--- src/rtl/bullet_scheduler.sv ---
// bullet_scheduler
//   Per-tank fire controller, clocked once per video frame. Decodes the fire
//   key from four USB keycode bytes and enforces a magazine, a cooldown
//   between accepted shots and a timed reload. Bullet slots are handed out
//   round-robin, skipping slots that are still in flight.
//
//   Optional feature macro: AUTOFIRE_EN
//     defined   - in IDLE a held key keeps firing (level trigger)
//     undefined - every shot needs a release and a fresh press (edge trigger)
//
// Ports
//   frame_clk        frame tick, only clock
//   reset_n          asynchronous active-low reset
//   clear            synchronous round restart
//   enable           game is in its playing state
//   keycode0..3      current USB keycodes
//   slot_busy[2:0]   bullet slot i is in flight
//   launch[2:0]      one-hot, one-frame spawn pulse for slot i
//   ammo[3:0]        shots left in the magazine
//   reloading        reload in progress
//   fire_denied      one-frame pulse for a rejected fire request
module bullet_scheduler #(
    parameter logic [7:0]  FIRE_KEY = 8'd44,
    parameter int unsigned COOLDOWN = 8,
    parameter int unsigned MAG_SIZE = 6,
    parameter int unsigned RELOAD   = 60
) (
    input  logic       frame_clk,
    input  logic       reset_n,
    input  logic       clear,
    input  logic       enable,
    input  logic [7:0] keycode0,
    input  logic [7:0] keycode1,
    input  logic [7:0] keycode2,
    input  logic [7:0] keycode3,
    input  logic [2:0] slot_busy,
    output logic [2:0] launch,
    output logic [3:0] ammo,
    output logic       reloading,
    output logic       fire_denied
);

    typedef enum logic [1:0] {
        ST_IDLE     = 2'd0,
        ST_COOLDOWN = 2'd1,
        ST_RELOAD   = 2'd2
    } state_t;

    state_t     state, state_n;
    logic [7:0] cnt, cnt_n;
    logic [3:0] ammo_n;
    logic [1:0] ptr, ptr_n;
    logic       fire_req_d, fire_req_d_n;
    logic [2:0] launch_n;
    logic       fire_denied_n;

    logic       fire_req;
    logic       press;
    logic       trigger;
    logic       found;
    logic [1:0] slot;
    logic [1:0] cand;

    function automatic logic [1:0] next_slot(input logic [1:0] s);
        return (s >= 2'd2) ? 2'd0 : s + 2'd1;
    endfunction

    always_ff @(posedge frame_clk or negedge reset_n) begin
        if (!reset_n) begin
            state       <= ST_IDLE;
            cnt         <= '0;
            ammo        <= 4'(MAG_SIZE);
            ptr         <= '0;
            fire_req_d  <= 1'b0;
            launch      <= '0;
            fire_denied <= 1'b0;
        end else begin
            state       <= state_n;
            cnt         <= cnt_n;
            ammo        <= ammo_n;
            ptr         <= ptr_n;
            fire_req_d  <= fire_req_d_n;
            launch      <= launch_n;
            fire_denied <= fire_denied_n;
        end
    end

    assign reloading = (state == ST_RELOAD);

    always_comb begin
        fire_req = enable && ((keycode0 == FIRE_KEY) || (keycode1 == FIRE_KEY) ||
                              (keycode2 == FIRE_KEY) || (keycode3 == FIRE_KEY));
        press    = fire_req && !fire_req_d;
`ifdef AUTOFIRE_EN
        trigger  = fire_req;
`else
        trigger  = press;
`endif

        // First free slot searching ptr, ptr+1, ptr+2 (mod 3).
        found = 1'b0;
        slot  = '0;
        cand  = ptr;
        for (int unsigned i = 0; i < 3; i++) begin
            if (!found && !slot_busy[cand]) begin
                found = 1'b1;
                slot  = cand;
            end
            cand = next_slot(cand);
        end

        state_n       = state;
        cnt_n         = cnt;
        ammo_n        = ammo;
        ptr_n         = ptr;
        launch_n      = '0;
        fire_denied_n = 1'b0;
        fire_req_d_n  = fire_req;

        if (clear) begin
            state_n = ST_IDLE;
            cnt_n   = '0;
            ammo_n  = 4'(MAG_SIZE);
            ptr_n   = '0;
        end else if (enable) begin
            unique case (state)
                ST_IDLE: begin
                    if (trigger) begin
                        if ((ammo != 4'd0) && found) begin
                            launch_n[slot] = 1'b1;
                            ammo_n         = ammo - 4'd1;
                            ptr_n          = next_slot(slot);
                            if (ammo == 4'd1) begin
                                cnt_n   = 8'(RELOAD - 1);
                                state_n = ST_RELOAD;
                            end else begin
                                cnt_n   = 8'(COOLDOWN - 1);
                                state_n = ST_COOLDOWN;
                            end
                        end else begin
                            fire_denied_n = 1'b1;
                        end
                    end
                end
                ST_COOLDOWN: begin
                    // Held key under autofire is denied only on its leading edge.
                    fire_denied_n = press;
                    if (cnt == 8'd0) state_n = ST_IDLE;
                    else             cnt_n   = cnt - 8'd1;
                end
                ST_RELOAD: begin
                    fire_denied_n = press;
                    if (cnt == 8'd0) begin
                        ammo_n  = 4'(MAG_SIZE);
                        state_n = ST_IDLE;
                    end else begin
                        cnt_n = cnt - 8'd1;
                    end
                end
                default: state_n = ST_IDLE;
            endcase
        end
    end

endmodule

--- config.mk ---
export PLATFORM = sky130hd
export DESIGN_NAME = bullet_scheduler
export DESIGN_NICKNAME = d
export VERILOG_FILES = /design/src/rtl/bullet_scheduler.sv
export SDC_FILE = /design/constraint.sdc
export NUM_CORES = 1
export LEC_CHECK = 0
export CAP_MARGIN = 10
export CORE_ASPECT_RATIO = 0.8
export CORE_MARGIN = 8
export CORE_UTILIZATION = 34
export DETAILED_ROUTE_END_ITERATION = 6
export PLACE_DENSITY_LB_ADDON = 0.2
export SYNTH_ARGS = -nofsm -noshare
export SYNTH_HDL_FRONTEND = slang
export SYNTH_SLANG_ARGS = --single-unit
export TNS_END_PERCENT = 5
--- constraint.sdc ---
create_clock -name frame_clk -period 2.8 [get_ports frame_clk]
set_clock_uncertainty 0.2 [all_clocks]
set_input_delay 0.7 -clock frame_clk [delete_from_list [all_inputs] [get_ports frame_clk]]
set_output_delay 0.7 -clock frame_clk [all_outputs]
set_load 0.02 [all_outputs]
# After elaboration in Yosys (flattened, before gate mapping)
# Index checks and enable logic that the tools add are counted.
totals:
  regBits: 21
  input_bits: 39
  out_inout_bits: 9
op_classes:
  n_reduce_logical: 27
  n_lt_le_gt_ge: 8
  eq_ne: 12
  mux: 52
  addsub: 5
ops:
  columns: ["op", "n"]
  rows:
  - ["$mux W8", 5]
  - ["$mux W2", 17]
  - ["$eq A8 B6 Y1 const B", 4]
  - ["$mux W4", 5]
  - ["$pmux W8 S2", 1]
  - ["$mux W3", 5]
  - ["$lt A2 B3 Y1 const B", 4]
  - ["$mux W1", 11]
  - ["$reduce_and A5 Y1", 2]
  - ["$ne A3 B3 Y1 const B", 3]
  - ["$logic_not A8 Y1", 1]
  - ["$pmux W4 S2", 1]
  - ["$reduce_and A4 Y1", 2]
  - ["$reduce_bool A2 Y1", 4]
  - ["$sub A8 B1 Y8 const B", 1]
  - ["$add A2 B1 Y2 const B", 3]
  - ["$bmux W1 S2", 3]
  - ["$ge A2 B2 Y1 const B", 3]
  - ["$logic_and A1 B1 Y1", 6]
  - ["$mux W6", 1]
  - ["$reduce_bool A3 Y1", 2]
  - ["$eq A4 B1 Y1 const B", 1]
  - ["$logic_not A1 Y1", 4]
  - ["$pmux W2 S2", 1]
  - ["12 further kinds", 14]

# Longest topological paths before layout
depth:
  word_depth: 19
  mapped_depth: 8

# Worst setup path after synthesis
# OpenSTA, ideal clock, no wires.
synth_timing:
  path_kind: "reg2reg"
  start: "register ammo[1]"
  end: "register cnt[1]"
  stages_incl_launch_ff: 9
  arrival_ns: 2.199
  n_path_buf: 0
  setup_slack_ns: 0.302
  cell_sequence: "dfstp_2 > inv_1 > ha_1 > nor3b_1 > a2111oi_4 > o221a_2 > o21a_4 > nor2_1 > a311oi_1"
synth_via:
  elab_chain_len: 4
synth_rtl:
  columns: ["element", "line_no", "source"]
  rows:
  - ["from (decl)", "38", "output logic [3:0] ammo,"]
  - ["from (signal assigned)", "72", "ammo <= 4'(MAG_SIZE);"]
  - ["from (signal assigned)", "80", "ammo <= ammo_n;"]
  - ["$reduce_bool A4 Y1", "129", "if ((ammo != 4'd0) && found) begin"]
  - ["$logic_and A1 B1 Y1", "129", null]
  - ["$ne A3 B3 Y1 (no source line)", null, null]
  - ["$reduce_and A5 Y1 (no source line)", null, null]
  - ["to (signal assigned)", "79", "cnt <= cnt_n;"]
  - ["to (decl)", "50", "logic [7:0] cnt, cnt_n;"]
# Every way passes these cells.
# A chain may end at the register's enable or synchronous reset.

# Final worst setup path
layout_timing:
  start: "input keycode0[4]"
  end: "register ammo[3]"
layout_via:
  elab_chain_len: 8
layout_rtl:
  columns: ["element", "line_no", "source"]
  rows:
  - ["from (decl)", "32", "input logic [7:0] keycode0,"]
  - ["$eq A8 B6 Y1", "91", "fire_req = enable && ((keycode0 == FIRE_KEY) || (keycode1 == FIRE_KEY) ||"]
  - ["$logic_or A1 B1 Y1 (2 in series)", "91", null]
  - ["$logic_or A1 B1 Y1", "92", "(keycode2 == FIRE_KEY) || (keycode3 == FIRE_KEY));"]
  - ["$logic_and A1 B1 Y1", "91", null]
  - ["via fire_req", "57", "logic fire_req;"]
  - ["$logic_and A1 B1 Y1", "93", "press = fire_req && !fire_req_d;"]
  - ["$ne A3 B3 Y1 (no source line)", null, null]
  - ["$reduce_and A5 Y1 (no source line)", null, null]
# The timed path passes the listed nets, and every way through them passes these cells.

==> flow_summary_export.csv <==
group,metric,value,unit
status,status,"complete, no violations",
global_routing,overflow,0,
synthesis,synth_top_area_share,33.4,%
worst_setup_path,worstPathArrival,2670,ps
floorplan,dieArea,0.00653,mm²
global_routing,grt_pass1_wl,6760,µm
synthesis,synth_common_cells,"19 x dfrtp_1, 14 x nor2_1, 13 x inv_1",
synthesis,synthArstFlopShare,100,%
finish,syn2layout_area_growth,47.5,%
synthesis,synth_area_leaders,"dfrtp_1 33%, ha_1 6.2%, a21oi_1 3.9%, dfstp_2 3.7%, nor2_1 3.7%",
place,placed_cell_area,0.00205,mm²
finish,fillers,386,
timing,finalCritPeriodShare,95.9,%
floorplan,die_y,73.9,µm
finish,stdcell_area,0.00210,mm²
power,peakVddDrop,0.000180,V
timing,whs,361,ps
finish,fin_util,51.2,%
worst_setup_path,path_max_fanout,5,
worst_hold_path,worstHoldPathType,"reg2reg",
power,power.density,297,mW/mm²
global_routing,grt_max_degree,22,
global_routing,grt.total_usage,13.1,%
timing,rsz0062_at_grt,"true",
synthesis,ys_seq_elements,21,
worst_hold_path,hold_depth,1,
clocking,clock_latency,260,ps
finish,final_net_count,264,
drt,drt-total-wl,4100,µm
synthesis,yosys_warnings,0,
timing,layout_min_cycle_time,2690,ps
finish,drive_gt1_share,14.7,%
synthesis,seq_area_frac_synth,37.1,%
worst_setup_path,r2r-end,"ammo[3]",
place,gp_congestion,0.827,
drt,drt_pre_antenna_iters,4,
clocking,cts_made_buffers,3,
finish,finalNonFillerCells,274,
drt,ant_nets,0,
synthesis,synth_cells,156,
timing,slew_headroom,57.1,%
power,p_total,0.624,mW
worst_setup_path,crit_path_end_kind,"register",
synthesis,synth.avg_cell_area,9.13,µm²
synthesis,synth_top_cell_by_area,"dfrtp_1",
power,power_leakage,0.867,nW
worst_setup_path,worstPathRequired,2780,ps
job,maxCapViolCount,0,
floorplan,rows,21,
drt,drcViolationCount,0,
worst_hold_path,min_to,"cnt[0]",
finish,antenna_cells,0,
place,placement.io_buffers,47,
synthesis,syn_nets,202,
drt,vias,1444,
floorplan,die_w,88.4,µm
timing,slew_violations,0,
place,place_inst,270,
worst_setup_path,r2r_start,"ammo[1]",
timing,fmax,0.372,GHz
drt,dr.first_iter.drc_count,73,
synthesis,synth_edf_count,0,
clocking,cts_hold_buf,0,
global_routing,grt_pass1_vias,1429,
floorplan,ios,48,
drt,wl_per_cell,15.0,µm
synthesis,synthesis.area,0.00142,mm²
clocking,cts_sinks,21,
clocking,cts_buffer_depth,2,
timing,finalSetupViolCount,0,
global_routing,antenna_found_initial,0,
clocking,path_clk_slew,80,ps
clocking,htreeDepth,1,
clocking,root_buffer,"clkbuf_8",
drt,viasPerCell,5.27,
floorplan,core_area,0.00410,mm²
place,hpwl,3300,µm
worst_setup_path,regToRegSetupSlack,170,ps
worst_hold_path,worstHoldStart,"cnt[0]",
worst_setup_path,worstSetupPathType,"in2reg",
worst_setup_path,start_kind,"primary input",
synthesis,synth_cell_types,45,
clocking,post_cts_buffers,0,
synthesis,synth_ff_type,"dfrtp_1",
timing,hold_violations,0,
synthesis,synth.most_common_cell,"dfrtp_1",
floorplan,initial_core_util,34.7,%
clocking,tritoncts,"yes",
timing,tightest_slew,643,ps
worst_setup_path,ff2ff_path_depth,9,
## what timing repair did
item,CTS,global route
gates resized for setup,0,1
setup endpoints to repair,0,2
hold endpoints to repair,0,0
## sequential cells by signal, indices dropped and copies added, names as in the netlist
register,count
ammo,4
cnt,8
fire_denied,1
fire_req_d,1
launch,3
ptr,2
state,2
## critical path: stages
cell,delay (ps)
clkdlybuf4s50_1,420
nor4b_2,290
nand4_1,200
a41oi_4,340
nand2_4,80
or4b_1,460
a21oi_1,160
## report_power, final
| part | total [mW] | internal (mW) | leakage, nW | switching [mW] |
|---|---|---|---|---|
| clock | 0.205 | 0.102 | 0.0228 | 0.103 |
| sequential | 0.306 | 0.305 | 0.286 | 0.00154 |
| combinational | 0.113 | 0.0707 | 0.558 | 0.0423 |
## final cells by class
cell class | count | area [µm²] | area share (%)
clock buffers | 4 | 45.0 | 2.15
inverters | 13 | 48.8 | 2.32
well taps | 57 | 71.3 | 3.40
flip-flops and latches | 21 | 528 | 25.1
multi-input cells | 119 | 838 | 39.9
repair buffers | 60 | 568 | 27.1
## metrics by stage
step | setup WS [ps] | TNS (ps)
3_3_place_gp | -94.5 | -445
3_5_place_dp | -181 | -1250
2_1_floorplan | 302 | 0
4_1_cts | 88.7 | 0
5_1_grt | -5.41 | -5.57
6_report | 114 | 0
## per-layer routing
layer	part of all wire, %	GRT usage, %
met1	49	16.7
met2	41	20.7
met3	8.1	3.35
met4	1.2	4.86
met5	0	0
## kinds of logic (layout without fill, tap and decap cells)
kind of cell | count (synthesis) | after routing | synth area share [%]
multiplexers | 1 | 1 | 0.703
AO/OA/AOI/OAI | 43 | 43 | 23.2
buffers and inverters | 16 | 77 | 4.22
adder cells (fa/ha/maj) | 7 | 7 | 6.15
AND/OR/NAND/NOR | 68 | 68 | 28.6
flip-flops | 21 | 21 | 37.1
## cells in the final DEF (no fill, tap or decap), types with 3 or more instances in the layout
cell / count
buf_4: 13
ha_1: 6
nor4b_1: 3
o21ai_0: 9
inv_1: 13
dfrtp_1: 19
clkdlybuf4s50_1: 47
nor2_1: 14
nor3_1: 10
a21oi_1: 11
nand2_1: 11
a31oi_1: 5
nand4_1: 4
nand3_1: 3
clkbuf_8: 3
nor3b_1: 3
## worst max-delay path by stage
| stage | from | to | slack (ps) | cells after the start |
|---|---|---|---|---|
| floorplan | ammo[1] | cnt[1] | 300 | 8 |
| global placement | keycode2[4] | state[0] | -90 | 6 |
| detailed placement | keycode0[4] | ammo[3] | -180 | 7 |
| CTS | state[0] | reloading | 90 | 3 |
| global route | keycode0[4] | launch[2] | -5 | 6 |
| finish | keycode0[4] | ammo[3] | 110 | 7 |
No activity file was read; power rests on OpenSTA's default activity.
==> edit: new RTL, same settings <==
The output `launch` loses its register stage (`launch` becomes a continuous assignment).
--- a/src/rtl/bullet_scheduler.sv
+++ b/src/rtl/bullet_scheduler.sv
@@ -73,5 +73,4 @@
             ptr         <= '0;
             fire_req_d  <= 1'b0;
-            launch      <= '0;
             fire_denied <= 1'b0;
         end else begin
@@ -81,8 +80,9 @@
             ptr         <= ptr_n;
             fire_req_d  <= fire_req_d_n;
-            launch      <= launch_n;
             fire_denied <= fire_denied_n;
         end
     end
+
+    assign launch = launch_n;
 
     assign reloading = (state == ST_RELOAD);
Formal check against the unedited RTL: not equivalent (a bounded check fails within 4 cycles, from zero or initial values and one cycle with reset_n low).
==> edit against the original RTL <==
- the run now ends with setup timing left
- register-to-register slack better by 90 ps
- setup slack lost 400 ps
- power decreased by 1.0%
- combinational power up 23%
- area after synthesis shrank 3.7%
- routed wire length rose by 13%
- hold slack worse by 76 ps
- sequential power is 13% lower
- utilization is 8.6 points higher
- global-route usage rose by 1.5 points
- non-clock buffer count up 30
- sequential cell count shrank 3
- final area increased by 9.1%
- critical path type is now reg2out
- critical endpoint is now launch[2]
- largest power group unchanged
==> edit: results (changes against the original RTL) <==
Critical path
  • Worst setup startpoint: ammo[1] (was keycode0[4])
  • FF-to-FF setup slack: 260 ps (was 170 ps)
  • Crit-path max FO: 4 (was 5)
  • Setup crit end: launch[2] (was ammo[3])
  • Startpoint type of the worst setup path: flip-flop (was input pin)
  • Reg2Reg Depth: 12 (was 9)
  • Arr. time, crit path: 2190 ps (was 2670 ps)
  • Reg2reg end: ammo[1] (was ammo[3])
  • Crit path max-delay cell type: dfstp_2 (was or4b_1)
  • Largest stage delay, worst path: 540 ps (was 460 ps)

Logic synthesis
  • Area contributors post-synth: dfrtp_1, ha_1, nor2_1 (was dfrtp_1, ha_1, a21oi_1)
  • Post-synthesis compound-gate area fraction: 0.221 (was 0.232)
  • Post-Syn Area per Cell: 8.73 um2 (was 9.13 um2)
  • Net Count, Synth: 203 (was 202)
  • Sequential share of the synthesized area: 0.330 (was 0.371)
  • Yosys cell types: 48 (was 45)
  • Commonest cells post-synth: dfrtp_1, nor2_1, nand2_1 (was dfrtp_1, nor2_1, inv_1)
  • Post-Synth Adder-Cell Area: 0.0639 (was 0.0615)

Place
  • Pre-CTS WS: -1140 ps (was -181 ps)
  • Detailed Place HPWL: 3.52 mm (was 3.30 mm)
  • Placed cells: 282 (was 270)
  • Gpl congestion: 0.843 (was 0.827)

Cells and area
  • Layout Cells excl Fill: 301 (was 274)
  • Largest regs: cnt: 8 flops, ammo: 4 flops (was cnt: 8 flops, ammo: 4 flops, launch: 3 flops)
  • Layout cells sized above 1: 0.346 (was 0.147)
  • Number of nets in the layout: 293 (was 264)

Clocking
  • Setup bufs post-CTS: 10 (was 0)

Global routing
  • Total track usage: 0.146 (was 0.131)
  • First-pass GRT wire length: 7.44 mm (was 6.76 mm)
  • Number of global-route vias before repair: 1561 (was 1429)
  • Met1 global-route usage: 0.167 (about the same)
  • Met3 usage: 0.0304 (was 0.0335)
  • Largest net degree at the start of global routing: 19 (was 22)

Outcome
  • Result of the run: complete, but fails checks (was completed)
  • Failing checks: setup timing

STA
  • PnR worst setup slack: -287 ps (was 114 ps)
  • Final setup fails: 3 (was 0)
  • Relative slew slack: 0.627 (was 0.571)
  • Hold Slack: 284 ps (was 361 ps)

Route
  • Drt wl/cell: 15.4 um (was 15.0 um)
  • Drt initial violations: 58 (was 73)
  • Vias per inst: 5.15 (was 5.27)
  • Metal-1 WL: 1.92 mm (was 2.03 mm)
  • Met3 WL: 177 um (was 332 um)

Pwr
  • Peak supply drop: 0.000230 V (was 0.000180 V)
  • Pleak: 1.03 nW (was 0.867 nW)

Min path
  • HP Start: fire_req_d (was cnt[0])
==> edit: cell types whose count changed after synthesis, sizes merged, moves of 3 or more <==
cell	delta
a31o	+3
dfrtp	-3
o31ai	+3
o22ai	+3
and3	-3
nand3	+4
a21oi	-6
and2	+3
nor3	-3
o21ai	-3
==> edit: final cells by class <==
cell class,instances,area [um2],share of cell area
clock buffer,4,55.1,0.0240
sequential,18,453,0.198
multi-input combinational,123,952,0.416
tap,55,68.8,0.0301
timing repair buffer,90,719,0.314
inverter,11,41.3,0.0180
==> edit: report_power, final <==
| group | internal [mW] | switching, mW |
|---|---|---|
| logic | 0.0796 | 0.0591 |
| clock network | 0.125 | 0.0878 |
| registers | 0.264 | 0.00195 |
==> edit: kinds of logic (layout without fill, tap and decap cells) <==
group           Yosys count  in the layout
flops                    18             18
fa+ha+maj                 7              7
compound gates           39             39
mux                       5              5
simple gates             72             72
buf+inv                  16            105
